File: config.mk
export PLATFORM = sky130hd
export DESIGN_NAME = echo_request_input_flat
export DESIGN_NICKNAME = d
export VERILOG_FILES = /design/src/rtl/echo_request_input_if.sv /design/src/rtl/echo_request_input.sv /design/src/flat_wrapper.sv
export SDC_FILE = /design/constraint.sdc
export NUM_CORES = 1
export LEC_CHECK = 0
export CAP_MARGIN = 20
export CORE_MARGIN = 5
export CORE_UTILIZATION = 44
export DETAILED_ROUTE_END_ITERATION = 8
export HOLD_SLACK_MARGIN = 0.15
export PLACE_DENSITY = 0.75
export SYNTH_ARGS = -nofsm -noshare
export SYNTH_HDL_FRONTEND = slang
export SYNTH_SLANG_ARGS = --single-unit
File: constraint.sdc
create_clock -name CLK -period 3.1 [get_ports CLK]
set_input_delay 0.465 -clock CLK [delete_from_list [all_inputs] [get_ports CLK]]
set_output_delay 0.465 -clock CLK [all_outputs]
set_load 0.01 [all_outputs]
File: src/rtl/echo_request_input_if.sv
`default_nettype none
// ============================================================================
//  Module      : echo_request_input_if
//  Description : Bundles the echo request-side signals between the portal
//                request pipe, the messageSize query and the echo core.
//                slave  - view from echo_request_input (the deserializer)
//                master - view from its environment (host pipe + echo core)
//  Signals     : EN_requests_0_enq / requests_0_enq_v  host word push
//                RDY_requests_0_enq, RDY_requests_0_notFull, requests_0_notFull
//                messageSize_size_methodNumber -> messageSize_size (+ RDY)
//                EN_ifc_say / ifc_say_v, RDY_ifc_say
//                EN_ifc_sayPair / ifc_sayPair_a / ifc_sayPair_b, RDY_ifc_sayPair
//  Revision    : 1.0 - initial release
// ============================================================================
interface echo_request_input_if;
    logic        EN_requests_0_enq;
    logic [31:0] requests_0_enq_v;
    logic        RDY_requests_0_enq;
    logic        RDY_requests_0_notFull;
    logic        requests_0_notFull;
    logic [15:0] messageSize_size_methodNumber;
    logic        RDY_messageSize_size;
    logic [15:0] messageSize_size;
    logic        RDY_ifc_say;
    logic        EN_ifc_say;
    logic [31:0] ifc_say_v;
    logic        RDY_ifc_sayPair;
    logic        EN_ifc_sayPair;
    logic [31:0] ifc_sayPair_a;
    logic [31:0] ifc_sayPair_b;

    modport slave (
        input  EN_requests_0_enq, requests_0_enq_v, messageSize_size_methodNumber,
               RDY_ifc_say, RDY_ifc_sayPair,
        output RDY_requests_0_enq, RDY_requests_0_notFull, requests_0_notFull,
               RDY_messageSize_size, messageSize_size,
               EN_ifc_say, ifc_say_v, EN_ifc_sayPair, ifc_sayPair_a, ifc_sayPair_b
    );

    modport master (
        output EN_requests_0_enq, requests_0_enq_v, messageSize_size_methodNumber,
               RDY_ifc_say, RDY_ifc_sayPair,
        input  RDY_requests_0_enq, RDY_requests_0_notFull, requests_0_notFull,
               RDY_messageSize_size, messageSize_size,
               EN_ifc_say, ifc_say_v, EN_ifc_sayPair, ifc_sayPair_a, ifc_sayPair_b
    );
endinterface
`default_nettype wire

File: src/rtl/echo_request_input.sv
`default_nettype none
// ============================================================================
//  Module      : echo_request_input
//  Description : Deserializes the host request word stream (header + payload)
//                into echo say / sayPair invocations, drops malformed
//                messages while counting them, and answers messageSize.
//  Ports       : CLK, RST        clock / synchronous active-high reset
//                bus (slave)     request pipe, messageSize, say, sayPair
//                error_count     saturating count of malformed messages
//  Revision    : 1.0 - initial release
// ============================================================================
module echo_request_input #(
    parameter logic [15:0] SAY_ID     = 16'd0,
    parameter logic [15:0] SAYPAIR_ID = 16'd1,
    parameter int          ERR_W      = 8
) (
    input  wire logic             CLK,
    input  wire logic             RST,
    echo_request_input_if.slave   bus,
    output logic [ERR_W-1:0]      error_count
);

    localparam logic [15:0] c_SAY_WORDS  = 16'd2;
    localparam logic [15:0] c_PAIR_WORDS = 16'd3;

    typedef enum logic [1:0] {
        S_IDLE    = 2'd0,
        S_PAYLOAD = 2'd1,
        S_ISSUE   = 2'd2,
        S_DISCARD = 2'd3
    } state_t;

    state_t           r_state;
    state_t           w_next_state;
    logic             r_is_pair;
    logic             r_second;
    logic [15:0]      r_remain;
    logic [15:0]      r_discard;
    logic [31:0]      r_say_v;
    logic [31:0]      r_a;
    logic [31:0]      r_b;
    logic [ERR_W-1:0] r_err;

    logic             w_rdy_enq;
    logic             w_accept;
    logic [15:0]      w_hdr_method;
    logic [15:0]      w_hdr_count;
    logic             w_say_hdr;
    logic             w_pair_hdr;
    logic             w_fire_say;
    logic             w_fire_pair;

    assign w_rdy_enq    = (r_state != S_ISSUE);
    assign w_accept     = bus.EN_requests_0_enq & w_rdy_enq;
    assign w_hdr_method = bus.requests_0_enq_v[31:16];
    // A zero word count means a header-only message.
    assign w_hdr_count  = (bus.requests_0_enq_v[15:0] == 16'd0) ? 16'd1
                                                                : bus.requests_0_enq_v[15:0];
    assign w_say_hdr    = (w_hdr_method == SAY_ID)     && (w_hdr_count == c_SAY_WORDS);
    assign w_pair_hdr   = (w_hdr_method == SAYPAIR_ID) && (w_hdr_count == c_PAIR_WORDS);
    assign w_fire_say   = (r_state == S_ISSUE) & ~r_is_pair & bus.RDY_ifc_say;
    assign w_fire_pair  = (r_state == S_ISSUE) &  r_is_pair & bus.RDY_ifc_sayPair;

    always_ff @(posedge CLK) begin
        if (RST) r_state <= S_IDLE;
        else     r_state <= w_next_state;
    end

    always_comb begin
        w_next_state = r_state;
        case (r_state)
            S_IDLE: begin
                if (w_accept) begin
                    if (w_say_hdr || w_pair_hdr)  w_next_state = S_PAYLOAD;
                    else if (w_hdr_count > 16'd1) w_next_state = S_DISCARD;
                end
            end
            S_PAYLOAD: if (w_accept && (r_remain == 16'd1))  w_next_state = S_ISSUE;
            S_ISSUE:   if (w_fire_say || w_fire_pair)        w_next_state = S_IDLE;
            S_DISCARD: if (w_accept && (r_discard == 16'd1)) w_next_state = S_IDLE;
            default:   w_next_state = S_IDLE;
        endcase
    end

    always_ff @(posedge CLK) begin
        if (RST) begin
            r_is_pair <= 1'b0;
            r_second  <= 1'b0;
            r_remain  <= 16'd0;
            r_discard <= 16'd0;
            r_say_v   <= 32'd0;
            r_a       <= 32'd0;
            r_b       <= 32'd0;
            r_err     <= '0;
        end else if (w_accept) begin
            case (r_state)
                S_IDLE: begin
                    if (w_say_hdr || w_pair_hdr) begin
                        r_is_pair <= w_pair_hdr;
                        r_remain  <= w_hdr_count - 16'd1;
                        r_second  <= 1'b0;
                    end else begin
                        if (r_err != {ERR_W{1'b1}}) r_err <= r_err + 1'b1;
                        if (w_hdr_count > 16'd1)    r_discard <= w_hdr_count - 16'd1;
                    end
                end
                S_PAYLOAD: begin
                    r_remain <= r_remain - 16'd1;
                    r_second <= 1'b1;
                    if (r_second)       r_b     <= bus.requests_0_enq_v;
                    else if (r_is_pair) r_a     <= bus.requests_0_enq_v;
                    else                r_say_v <= bus.requests_0_enq_v;
                end
                S_DISCARD: r_discard <= r_discard - 16'd1;
                default: ;
            endcase
        end
    end

    always_comb begin
        bus.messageSize_size = 16'd0;
        if (bus.messageSize_size_methodNumber == SAY_ID)
            bus.messageSize_size = 16'd32;
        else if (bus.messageSize_size_methodNumber == SAYPAIR_ID)
            bus.messageSize_size = 16'd64;
    end

    assign bus.RDY_requests_0_enq     = w_rdy_enq;
    assign bus.RDY_requests_0_notFull = 1'b1;
    assign bus.requests_0_notFull     = w_rdy_enq;
    assign bus.RDY_messageSize_size   = 1'b1;
    assign bus.EN_ifc_say             = w_fire_say;
    assign bus.ifc_say_v              = r_say_v;
    assign bus.EN_ifc_sayPair         = w_fire_pair;
    assign bus.ifc_sayPair_a          = r_a;
    assign bus.ifc_sayPair_b          = r_b;
    assign error_count                = r_err;

endmodule
`default_nettype wire
File: src/flat_wrapper.sv
// flat-port wrapper written by rule: the top's interface ports become plain ports
module echo_request_input_flat 
#(
    parameter logic [15:0] SAY_ID     = 16'd0,
    parameter logic [15:0] SAYPAIR_ID = 16'd1,
    parameter int          ERR_W      = 8
)
  (CLK, RST, error_count, bus_EN_requests_0_enq, bus_requests_0_enq_v, bus_messageSize_size_methodNumber, bus_RDY_ifc_say, bus_RDY_ifc_sayPair, bus_RDY_requests_0_enq, bus_RDY_requests_0_notFull, bus_requests_0_notFull, bus_RDY_messageSize_size, bus_messageSize_size, bus_EN_ifc_say, bus_ifc_say_v, bus_EN_ifc_sayPair, bus_ifc_sayPair_a, bus_ifc_sayPair_b);
  echo_request_input_if bus_i ();
  input  wire logic CLK;
  input  wire logic RST;
  output logic [ERR_W-1:0] error_count;
  input wire logic [$bits(bus_i.EN_requests_0_enq)-1:0] bus_EN_requests_0_enq;
  input wire logic [$bits(bus_i.requests_0_enq_v)-1:0] bus_requests_0_enq_v;
  input wire logic [$bits(bus_i.messageSize_size_methodNumber)-1:0] bus_messageSize_size_methodNumber;
  input wire logic [$bits(bus_i.RDY_ifc_say)-1:0] bus_RDY_ifc_say;
  input wire logic [$bits(bus_i.RDY_ifc_sayPair)-1:0] bus_RDY_ifc_sayPair;
  output wire logic [$bits(bus_i.RDY_requests_0_enq)-1:0] bus_RDY_requests_0_enq;
  output wire logic [$bits(bus_i.RDY_requests_0_notFull)-1:0] bus_RDY_requests_0_notFull;
  output wire logic [$bits(bus_i.requests_0_notFull)-1:0] bus_requests_0_notFull;
  output wire logic [$bits(bus_i.RDY_messageSize_size)-1:0] bus_RDY_messageSize_size;
  output wire logic [$bits(bus_i.messageSize_size)-1:0] bus_messageSize_size;
  output wire logic [$bits(bus_i.EN_ifc_say)-1:0] bus_EN_ifc_say;
  output wire logic [$bits(bus_i.ifc_say_v)-1:0] bus_ifc_say_v;
  output wire logic [$bits(bus_i.EN_ifc_sayPair)-1:0] bus_EN_ifc_sayPair;
  output wire logic [$bits(bus_i.ifc_sayPair_a)-1:0] bus_ifc_sayPair_a;
  output wire logic [$bits(bus_i.ifc_sayPair_b)-1:0] bus_ifc_sayPair_b;
  assign bus_i.EN_requests_0_enq = bus_EN_requests_0_enq;
  assign bus_i.requests_0_enq_v = bus_requests_0_enq_v;
  assign bus_i.messageSize_size_methodNumber = bus_messageSize_size_methodNumber;
  assign bus_i.RDY_ifc_say = bus_RDY_ifc_say;
  assign bus_i.RDY_ifc_sayPair = bus_RDY_ifc_sayPair;
  assign bus_RDY_requests_0_enq = bus_i.RDY_requests_0_enq;
  assign bus_RDY_requests_0_notFull = bus_i.RDY_requests_0_notFull;
  assign bus_requests_0_notFull = bus_i.requests_0_notFull;
  assign bus_RDY_messageSize_size = bus_i.RDY_messageSize_size;
  assign bus_messageSize_size = bus_i.messageSize_size;
  assign bus_EN_ifc_say = bus_i.EN_ifc_say;
  assign bus_ifc_say_v = bus_i.ifc_say_v;
  assign bus_EN_ifc_sayPair = bus_i.EN_ifc_sayPair;
  assign bus_ifc_sayPair_a = bus_i.ifc_sayPair_a;
  assign bus_ifc_sayPair_b = bus_i.ifc_sayPair_b;
  echo_request_input #(.SAY_ID(SAY_ID), .SAYPAIR_ID(SAYPAIR_ID), .ERR_W(ERR_W)) u_core (.CLK(CLK), .RST(RST), .bus(bus_i), .error_count(error_count));
endmodule
-- Yosys cells after proc, flatten, opt, wreduce, memory -nomap -nowiden
Index checks and enable logic that the tools add are counted.
- bits in registers: 140
- input bits: 53
- output and inout bits: 126
- $add $sub $neg: 4
- $lt $le $gt $ge: 1
- equality and inequality tests: 19
- multiplexer cells: 17
- bitwise logic cells: 8
- reduce and logical (&&, ||, !) cells: 20
- operators with widths (kind ; number):
    $mux W16 ; 5
    $eq A16 B1 Y1 const B ; 4
    $pmux W16 S2 ; 2
    $logic_not A16 Y1 ; 3
    $sub A16 B1 Y16 const B ; 3
    $eq A16 B2 Y1 const B ; 2
    $gt A16 B1 Y1 const B ; 1
    $reduce_and A4 Y1 ; 4
    $mux W2 ; 6
    $ne A2 B1 Y1 const B ; 5
    $reduce_and A3 Y1 ; 3
    $add A8 B1 Y8 const B ; 1
    $ne A8 B8 Y1 const B ; 1
    $pmux W2 S4 ; 1
    $mux W7 ; 1
    $ne A2 B2 Y1 const B ; 3
    $and A1 B1 Y1 ; 5
    $reduce_and A5 Y1 ; 1
    $eq A2 B2 Y1 const B ; 2
    $logic_and A1 B1 Y1 ; 4
    $reduce_bool A2 Y1 ; 2
    $ne A3 B1 Y1 const B ; 1
    $not A1 Y1 ; 3
    $eq A2 B1 Y1 const B ; 1
    other kinds (4) ; 5

-- Longest topological paths before layout
Gate-level depths: netlist of run 1.
- depth in word-level cells: 8
- mapped depth: 12
- gate-level depth less buffers: 10

-- Worst setup path before layout of run 1
OpenSTA, ideal clock, no wires.
- path type: input -> register
- start: in bus_requests_0_enq_v[12]
- end: reg u_core.r_remain[12]
- library setup time: 0.074 ns
- data arrival time: 2.909 ns
- setup slack: 0.117 ns
- stages on the path: 10
- buffers on the path: 1
- path through: clkbuf_1 -> nor2_1 -> and4_1 -> a31oi_1 -> ha_1 -> nor3b_1 -> nand3_1 -> xor2_1 -> or4_1 -> a31oi_1
- word-level cells in the longest chain between the ends: 7
- elaborated cells between the ends (all ways): 12
- classes of those cells: 1 x add/sub; 3 x eq/ne; 3 x mux; 5 x reduce/logical
- ends and longest elaborated chain (item ; RTL line ; text):
    start, declared ; flat_wrapper.sv:14 ; input wire logic [$bits(bus_i.requests_0_enq_v)-1:0] bus_requests_0_enq_v;
    $logic_not A16 Y1 ; echo_request_input.sv:57 ; assign w_hdr_count = (bus.requests_0_enq_v[15:0] == 16'd0) ? 16'd1
    $mux W16 * ; echo_request_input.sv:57 ;
    branches (longest 5 deep; another with $sub A16 B1 Y16) ; n/a ;
    end signal, assigned ; echo_request_input.sv:100 ; r_remain <= w_hdr_count - 16'd1;
    end signal, assigned ; echo_request_input.sv:108 ; r_remain <= r_remain - 16'd1;
    end, declared ; echo_request_input.sv:37 ; logic [15:0] r_remain;
Mark *: on every way between the ends. The select of a mux whose other input is x is not followed.
A chain may end at the register's enable or synchronous reset.

-- Worst setup path after layout of run 1
- start: in bus_requests_0_enq_v[8]
- end: reg u_core.r_discard[8]
- word-level cells in the longest chain between the ends: 7
- elaborated cells between the ends (all ways): 15
- classes of those cells: 1 x add/sub; 1 x order compare; 4 x eq/ne; 4 x mux; 5 x reduce/logical
- ends and longest elaborated chain (item ; RTL line ; text):
    $logic_not A16 Y1 ; echo_request_input.sv:57 ;
    $mux W16 * ; echo_request_input.sv:57 ;
    branches (longest 5 deep; another with $sub A16 B1 Y16) ; n/a ;
    end signal, assigned ; echo_request_input.sv:104 ; if (w_hdr_count > 16'd1) r_discard <= w_hdr_count - 16'd1;
    end signal, assigned ; echo_request_input.sv:114 ; S_DISCARD: r_discard <= r_discard - 16'd1;
    end, declared ; echo_request_input.sv:38 ; logic [15:0] r_discard;
Marks and branches as above.

==> out/qor.txt, run 1 <==
GPL Wtd Cong = 0.874
Number of fill cells in the layout = 1,333
# diodes = 0
Post-Syn Area = 6700 sq um
WP buf/inv = 2
Largest net degree at the start of global routing = 73
Post-synthesis instance total = 889
FMAX = 371 MHz
Tcrit/Tclk final = 86.9%
CP delay by family, top = simple AND/OR/NAND/NOR gates
Power per Cell Area = 613 nW/um^2
Setup CP Type = input pin to flop
Multi-input gate area = 3500 sq um
Most used cell, CP = nor2_1
Share of post-route cells with drive strength above 1 = 9.43%
Worst Setup End Kind = flop
Max Cap Viol = 0
Core area = 15,100 sq um
Pre-antenna DRT Iters = 6
Top-count cell post-synth = nand2_1
Worst Tran Pin Value = 0.775 ns
DRC = 0
Vias per cell = 5.46
Maximum VDD drop = 433 uV
Synth cell count leaders = nand2_1, dfxtp_1, a21oi_1
Sink Count = 140
Nets = 1,122
Die Y-Extent = 133 microns
CP startpoint kind = input pin
Starting Density = 44.4%
Initial DRC count = 552
Area leader, netlist = dfxtp_1
Synth-to-Final Area Change = 37.5%
CTS buffer count = 17
Register area share after synthesis = 41.9%
Final worst slack = 0.406 ns
FF+latch area = 2800 sq um
Root Driver = clkbuf_16
Asr flop ratio synth = 0%
Design area = 9210 sq um
WL per Instance = 16.7 microns
Post-Syn Area per Cell = 7.53 sq um
Skew final = 0.00902 ns
Worst slack, placed = -0.0247 ns
WL final = 21,000 microns
Total number of vias = 6,871
Post-CTS Setup Bufs = 0
Final setup fails = 0
Synth warn = 0
Placed wire-length estimate = 14,900 microns
CP max FO = 13
Synth cell types = 63
Endpoints failing hold = 0
Grt ovf = 0
Die W = 133 microns
Worst-path cell chain = clkdlybuf4s50_1 > nor4_4 > and4_1 > a31oi_1 > ha_1 > nor2_1 > nor2_1 > or4_1 > buf_4 > o21ai_0 > a21oi_1
Max Transition Viols Final = 0
Top cell type's share of synthesized area = 41.9%
Hold crit path type = flop to flop
Area after DPL = 8640 sq um
#FFs+latches synth = 140
CTS tree = built
Number of flops mapped to enable cells by yosys = 0
Status = completed
Number of global-route vias before repair = 6,484
CP max stage delay = 0.46 ns
CTS Hold Bufs = 0
Clk_lat worst skew = 0.43 ns
Clock buffer depth = 2
H-tree levels = 4
First-pass GRT wire length = 33,600 microns
Initial antenna violation count = 0
Die ar. = 17,800 sq um
Global router's overall resource usage = 23.2%
Slew margin rel. = 48.3%
CP max-delay cell = clkdlybuf4s50_1
Leak = 0.00318 uW
Top FF cell, synth = dfxtp_1
Final min period = 2.69 ns
Top Ports = 179
Worst EP required = 3.38 ns
ANT nets after route = 0
Worst Path Arrival = 2.97 ns
Unrepaired setup endpoints after global routing = false
Reg clk slew, reported paths = 0.06 ns
CTS resizes = 0
Synth area leaders = dfxtp_1, nand2_1, a21oi_1
Port Buffers = 162
Row count = 45
## final cells by class
cell class / instances / share of cell area [%]
multi-input combinational: 665 / 38.0
sequential: 140 / 30.4
timing repair buffer: 217 / 22.2
clock buffer: 20 / 5.07
tap: 188 / 2.56
clock inverter: 12 / 1.06
inverter: 17 / 0.693
## placed cells by master, fill, tap and decap left out, drive strengths merged, types with 3 or more instances in the layout
cell type / n
nand2: 242
clkdlybuf4s50: 161
dfxtp: 140
a21oi: 126
buf: 56
nor2: 38
o21ai: 38
nor3: 25
inv: 25
clkbuf: 20
nand3: 18
conb: 16
xnor2: 15
nor4: 14
ha: 11
or4: 11
a211oi: 10
and2: 10
nand4: 8
a31oi: 7
or3: 5
nor4b: 5
o211ai: 5
o31a: 5
mux2i: 5
nand2b: 4
o22ai: 4
clkinv: 4
nor2b: 3
nand4b: 3
o32ai: 3
## layer usage
layer	routed length (microns)	track usage (%)	up-vias	part of all wire [%]
met5	0	0	-	0
met4	532	8.97	0	2.5
met3	1820	8.61	40	8.6
met2	10000	37.8	228	48
met1	8600	27.9	3234	41
li1	-	-	3369	-
## kinds of logic after synthesis
family | after synthesis | share of synthesized area, %
simple gates | 397 | 27.4
compound gates | 218 | 18.6
flops | 140 | 41.9
buf+inv | 98 | 6.84
xor+xnor | 17 | 2.22
fa+ha+maj | 11 | 2.06
mux | 6 | 0.916
other cells | 2 | 0.112
## sequential cells by signal, summed over array words and instances, names as in the netlist
| register | count |
|---|---|
| u_core.r_second | 1 |
| u_core.r_is_pair | 1 |
| u_core.r_state | 2 |
| u_core.r_discard | 16 |
| u_core.error_count | 8 |
| u_core.r_remain | 16 |
| u_core.bus.ifc_say_v | 32 |
| u_core.bus.ifc_sayPair_a | 32 |
| u_core.bus.ifc_sayPair_b | 32 |
## stage by stage
step | hold WS [ns] | utilization, % | total power [uW] | std cells | TNS (ns)
2_1_floorplan | 0.448 | - | 3100 | 903 | 0
3_3_place_gp | 0.440 | 57.3 | 3670 | 1227 | 0
3_5_place_dp | 0.446 | 57.3 | 3690 | 1227 | -0.0777
4_1_cts | 0.454 | 61.0 | 5640 | 1259 | 0
5_1_grt | 0.468 | 61.0 | 5910 | 1259 | 0
6_report | 0.452 | 61.0 | 5650 | 1259 | 0
## worst reg2reg max path, stage by stage (launching register included)
cell     delay, ns
dfxtp_1       0.33
inv_1         0.11
ha_1          0.37
nor4b_1       0.35
nand4_2       0.20
or4_4         0.55
and2_4        0.25
a311o_1       0.35
## path summary, 6_finish.rpt
kind / startpoint / slack [ns] / cells past startpoint / endpoint
max: bus_requests_0_enq_v[8] / 0.41 / 11 / u_core.r_discard[8]
min reg2reg: u_core.bus.ifc_say_v[13] / 0.45 / 2 / u_core.bus.ifc_say_v[13]
min: u_core.bus.ifc_say_v[13] / 0.45 / 2 / u_core.bus.ifc_say_v[13]
max reg2reg: u_core.r_state[1] / 0.47 / 7 / u_core.r_remain[13]
## report_power, final
group          internal (uW)  switching, uW
Sequential              1940            113
Combinational            636            995
Clock                   1110            857
Total                   3680           1960
(Power assumes the default switching activity.)
==> run 2, diff against run 1 <==
- CORE_UTILIZATION: 44 -> 45
- CTS_BUF_LIST: default -> sky130_fd_sc_hd__clkbuf_8
- PLACE_DENSITY: 0.75 -> 0.76
==> out/qor.txt, run 2 (synthesis results as in run 1) <==
Status = completed
Final setup fails = 0
CP max FO = 13
Die ar. = 17,400 sq um
Core area = 14,600 sq um
Final core utilization = 62.3%
Worst-path cell chain = clkdlybuf4s50_1 > nor4_4 > and4_1 > a31oi_1 > ha_1 > nor2_1 > nor2_1 > or4_1 > buf_4 > o21ai_0 > a21oi_1
H-tree levels = 4
Top Ports = 179
First-pass GRT wire length = 32,900 microns
Final min period = 2.66 ns
Endpoints failing hold = 0
Pre-antenna DRT Iters = 5
GPL Wtd Cong = 0.858
WL final = 20,500 microns
Total number of vias = 6,887
Max Transition Viols Final = 0
Final Non-Filler Cells = 1,259
Slew margin rel. = 50.1%
Commonest non-fill, non-tap cell in the layout = nand2_1
CTS Hold Bufs = 0
Worst Tran Pin Value = 0.748 ns
Share of post-route cells with drive strength above 1 = 9.58%
Largest net degree at the start of global routing = 70
Power per Cell Area = 580 nW/um^2
Most used cell, CP = nor2_1
Hold crit path type = flop to flop
# diodes = 0
Die W = 132 microns
Port Buffers = 162
Worst EP required = 3.41 ns
Global router's overall resource usage = 22.9%
Grt ovf = 0
WL per Instance = 16.3 microns
Number of global-route vias before repair = 6,424
TNS Setup = 0 ns
CTS buffer count = 17
Clk_lat worst skew = 0.46 ns
CTS resizes = 0
Initial DRC count = 567
FMAX = 376 MHz
Initial antenna violation count = 0
Placed cells = 1,227
Unrepaired setup endpoints after global routing = false
Skew final = 0.0101 ns
Nets = 1,126
Maximum VDD drop = 348 uV
DRC = 0
Worst Setup End Kind = flop
Max Cap Viol = 0
Die Y-Extent = 132 microns
Row count = 44
Fin Hold WS = 0.455 ns
CTS tree = built
Most frequent cells in the layout = nand2_1, clkdlybuf4s50_1, dfxtp_1
Clock buffer depth = 2
WHS Path Cells = 2
Sink Count = 140
Worst Path Arrival = 2.97 ns
Starting Density = 45.9%
Tcrit/Tclk final = 85.7%
Synth-to-Final Area Change = 35.8%
Root Driver = clkbuf_8
Reg clk slew, reported paths = 0.08 ns
Post-CTS Setup Bufs = 0
CP startpoint kind = input pin
Vias per cell = 5.47
CP max-delay cell = clkdlybuf4s50_1
Leak = 0.00314 uW
Setup CP Type = input pin to flop
ANT nets after route = 0
Placed wire-length estimate = 14,800 microns
Worst R2R Path Depth = 7
CP max stage delay = 0.46 ns
[run 2: routing by layer]
| layer | GRT usage [%] | part of all wire, % |
|---|---|---|
| met1 | 27.8 | 42 |
| met2 | 36.2 | 46 |
| met3 | 9.69 | 9.5 |
| met4 | 8.63 | 2.5 |
| met5 | 0.556 | 0 |
[run 2: final cells by class]
cell class                 instances  area [sq um]
clock buffer                      19           262
clock inverter                    13           165
fill                            1261          5500
inverter                          17          63.8
multi-input combinational        665          3500
sequential                       140          2800
tap                              184           230
timing repair buffer             221          2070
[run 2: report_power, final]
part / internal (uW) / switching, uW / total, uW
Clock: 845 / 752 / 1600
Sequential: 1940 / 111 / 2050
Combinational: 649 / 977 / 1630
Total: 3430 / 1840 / 5270
[run 2: final timing paths]
| check | from | end | slack (ns) |
|---|---|---|---|
| min reg2reg | u_core.bus.ifc_sayPair_b[0] | u_core.bus.ifc_sayPair_b[0] | 0.46 |
| max reg2reg | u_core.r_state[1] | u_core.r_remain[13] | 0.50 |
| max | bus_requests_0_enq_v[8] | u_core.r_discard[10] | 0.44 |
| min | u_core.bus.ifc_sayPair_b[0] | u_core.bus.ifc_sayPair_b[0] | 0.46 |
[run 2: metrics by stage]
stage               setup slack [ns]  total power [uW]  instance area, sq um
finish                         0.444              5270                  9090
global route                   0.190              5570                  9090
CTS                            0.472              5280                  9090
detailed placement           -0.0214              3690                  8670
global placement              0.0410              3680                  8670
floorplan                      0.117              3100                  6750
[run 2: critical path: cells and delay by family]
family,cells,cell delay (ns)
simple gates,5,1.21
buf+inv,2,0.67
compound gates,3,0.39
fa+ha+maj,1,0.24
==> run 3, diff against run 2 <==
- CAP_MARGIN: 20 -> default
- GPL_TIMING_DRIVEN: default -> 0
- SETUP_SLACK_MARGIN: default -> 0.05
==> out/qor.txt, run 3 (synthesis results as in run 1) <==
Status = completed
Critical Path Source = u_core.r_state[0]
Tcrit/Tclk final = 92.9%
Slew margin rel. = 44.5%
Multi-input gate area = 3520 sq um
Worst slack, placed = -1.11 ns
Final setup fails = 0
Number of fill cells in the layout = 1,337
Pre-antenna DRT Iters = 7
WL final = 21,500 microns
Clk_lat worst skew = 0.46 ns
Sequential share of power = 39.3%
Maximum VDD drop = 365 uV
Top Ports = 179
Port Buffers = 151
CP delay by family, top = simple AND/OR/NAND/NOR gates
Start of the worst register-to-register path = u_core.r_state[0]
CP max-delay cell = or4_4
Power per Cell Area = 582 nW/um^2
Commonest non-fill, non-tap cell in the layout = nand2_1
Clk network pwr share = 29.1%
Flop2flop setup slack = 0.22 ns
Largest net degree at the start of global routing = 17
Unrepaired setup endpoints after global routing = false
# diodes = 0
TNS Setup = 0 ns
Fin Hold WS = 0.308 ns
Grt ovf = 0
Die ar. = 17,400 sq um
CP startpoint kind = flop
Area after DPL = 8490 sq um
CTS buffer count = 17
Critical path depth = 11
Initial DRC count = 615
WL per Instance = 16.9 microns
Final worst slack = 0.221 ns
Final Non-Filler Cells = 1,274
Skew final = 0.0136 ns
FF+latch area = 2800 sq um
Global router's overall resource usage = 23.9%
Worst Path Arrival = 3.20 ns
H-tree levels = 4
Reg2reg end = u_core.r_remain[7]
Worst-path cell chain = inv_1 > ha_1 > clkbuf_1 > nor4b_2 > nand4_2 > or4_4 > and2_4 > buf_6 > buf_6 > a31oi_1 > o41ai_2
WP buf/inv = 4
Worst R2R Path Depth = 11
CP max stage delay = 0.57 ns
Max Used Layer = met4
Sw power = 1910 uW
Switching part of the total = 36.6%
Combinational group share of total power = 31.6%
Endpoints failing hold = 0
Critical Path End = u_core.r_remain[7]
Total number of vias = 6,904
Clock buffer depth = 2
Met2 WL post-DR = 9890 microns
Share of post-route cells with drive strength above 1 = 7.16%
CTS tree = built
Starting Density = 45.9%
Die W = 132 microns
Initial antenna violation count = 0
Core area = 14,600 sq um
Reg clk slew, reported paths = 0.09 ns
Post-Route M1 WL = 8920 microns
Placed cells = 1,238
Max Cap Viol = 0
Internal power = 3310 uW
Design area = 8970 sq um
Vias per cell = 5.42
Worst Setup End Kind = flop
Synth-to-Final Area Change = 33.9%
Most frequent cells in the layout = nand2_1, clkdlybuf4s50_1, dfxtp_1
Root Driver = clkbuf_8
Met3 WL post-DR = 2100 microns
First-pass GRT wire length = 34,000 microns
Die Y-Extent = 132 microns
Worst Tran Pin Value = 0.833 ns
Worst EP required = 3.42 ns
Max Transition Viols Final = 0
Sink Count = 140
CP max FO = 10
Leak = 0.00304 uW
Row count = 44
Setup CP Type = flop to flop
Nets = 1,141
GPL Wtd Cong = 0.900
Number of global-route vias before repair = 6,360
Placed wire-length estimate = 15,600 microns
Hold crit path type = input pin to flop
ANT nets after route = 0
Final min period = 2.88 ns
Most used cell, CP = buf_6
DRC = 0
FMAX = 347 MHz
-- run 3: cell count changes in the layout (fill, tap and decap cells not counted), sizes merged --
cell           before  now
inv                23   22
clkinvlp            2    3
dlygate4sd2         0    2
clkinv              2    3
clkbuf             19   73
dlymetal6s2s        0    3
clkdlybuf4s50     161  146
bufinv              3    2
buf                60   31
-- run 3: timing repair --
| action | 4_1_cts | 5_1_grt |
|---|---|---|
| hold buffers | 0 | 0 |
| cloned | 0 | 0 |
| buffers inserted | 3 | 1 |
| pin swaps | 3 | 0 |
| gates resized for setup | 7 | 8 |
| endpoints found under the setup margin | 21 | 28 |
-- run 3: worst min path at each step --
| stage | start | to | slack [ns] | depth (start not counted) |
|---|---|---|---|---|
| 2_1_floorplan | u_core.r_discard[14] | u_core.r_discard[14] | 0.45 | 2 |
| 3_3_place_gp | u_core.bus.ifc_sayPair_a[2] | u_core.bus.ifc_sayPair_a[2] | 0.44 | 2 |
| 3_5_place_dp | u_core.bus.ifc_sayPair_a[4] | u_core.bus.ifc_sayPair_a[4] | 0.45 | 2 |
| 4_1_cts | bus_requests_0_enq_v[14] | u_core.bus.ifc_sayPair_a[14] | 0.29 | 3 |
| 5_1_grt | bus_requests_0_enq_v[14] | u_core.bus.ifc_say_v[14] | 0.31 | 3 |
| 6_report | bus_requests_0_enq_v[14] | u_core.bus.ifc_sayPair_a[14] | 0.31 | 3 |
-- run 3: power groups by stage --
stage,logic [uW],registers (uW),clock network (uW)
detailed placement,1580,2090,0
finish,1650,2050,1520
CTS,1620,2050,1530
global placement,1560,2080,0
global route,1810,2070,1620
floorplan,1010,2090,0
-- run 3: worst reg2reg max path, delay by kind of cell, from the launching register on --
family	cells	cell delay [ns]
AND/OR/NAND/NOR	4	1.26
buffers and inverters	4	0.71
AO/OA/AOI/OAI	2	0.28
adder cells (fa/ha/maj)	1	0.16
flip-flops	1	0.33
-- run 3: routing by layer --
layer / track usage (%) / vias to the layer above
met3: 9.05 / 50
li1: - / 3400
met2: 37.4 / 292
met4: 9.37 / 0
met5: 0 / -
met1: 29.8 / 3162
-- run 3: stage by stage --
step	total power [uW]	utilization [%]
global placement	3640	58.2
detailed placement	3660	58.2
CTS	5200	61.3
finish	5220	61.5
floorplan	3100	-
global route	5490	61.5
-- run 3: cell type report --
| type | instances | share of cell area [%] |
|---|---|---|
| Clock buffer | 19 | 2.92 |
| Buffer | 81 | 4.42 |
| Sequential cell | 140 | 31.3 |
| Clock inverter | 13 | 1.59 |
| Multi-Input combinational cell | 665 | 39.3 |
| Tap cell | 184 | 2.57 |
| Timing Repair Buffer | 155 | 17.2 |
| Inverter | 17 | 0.711 |
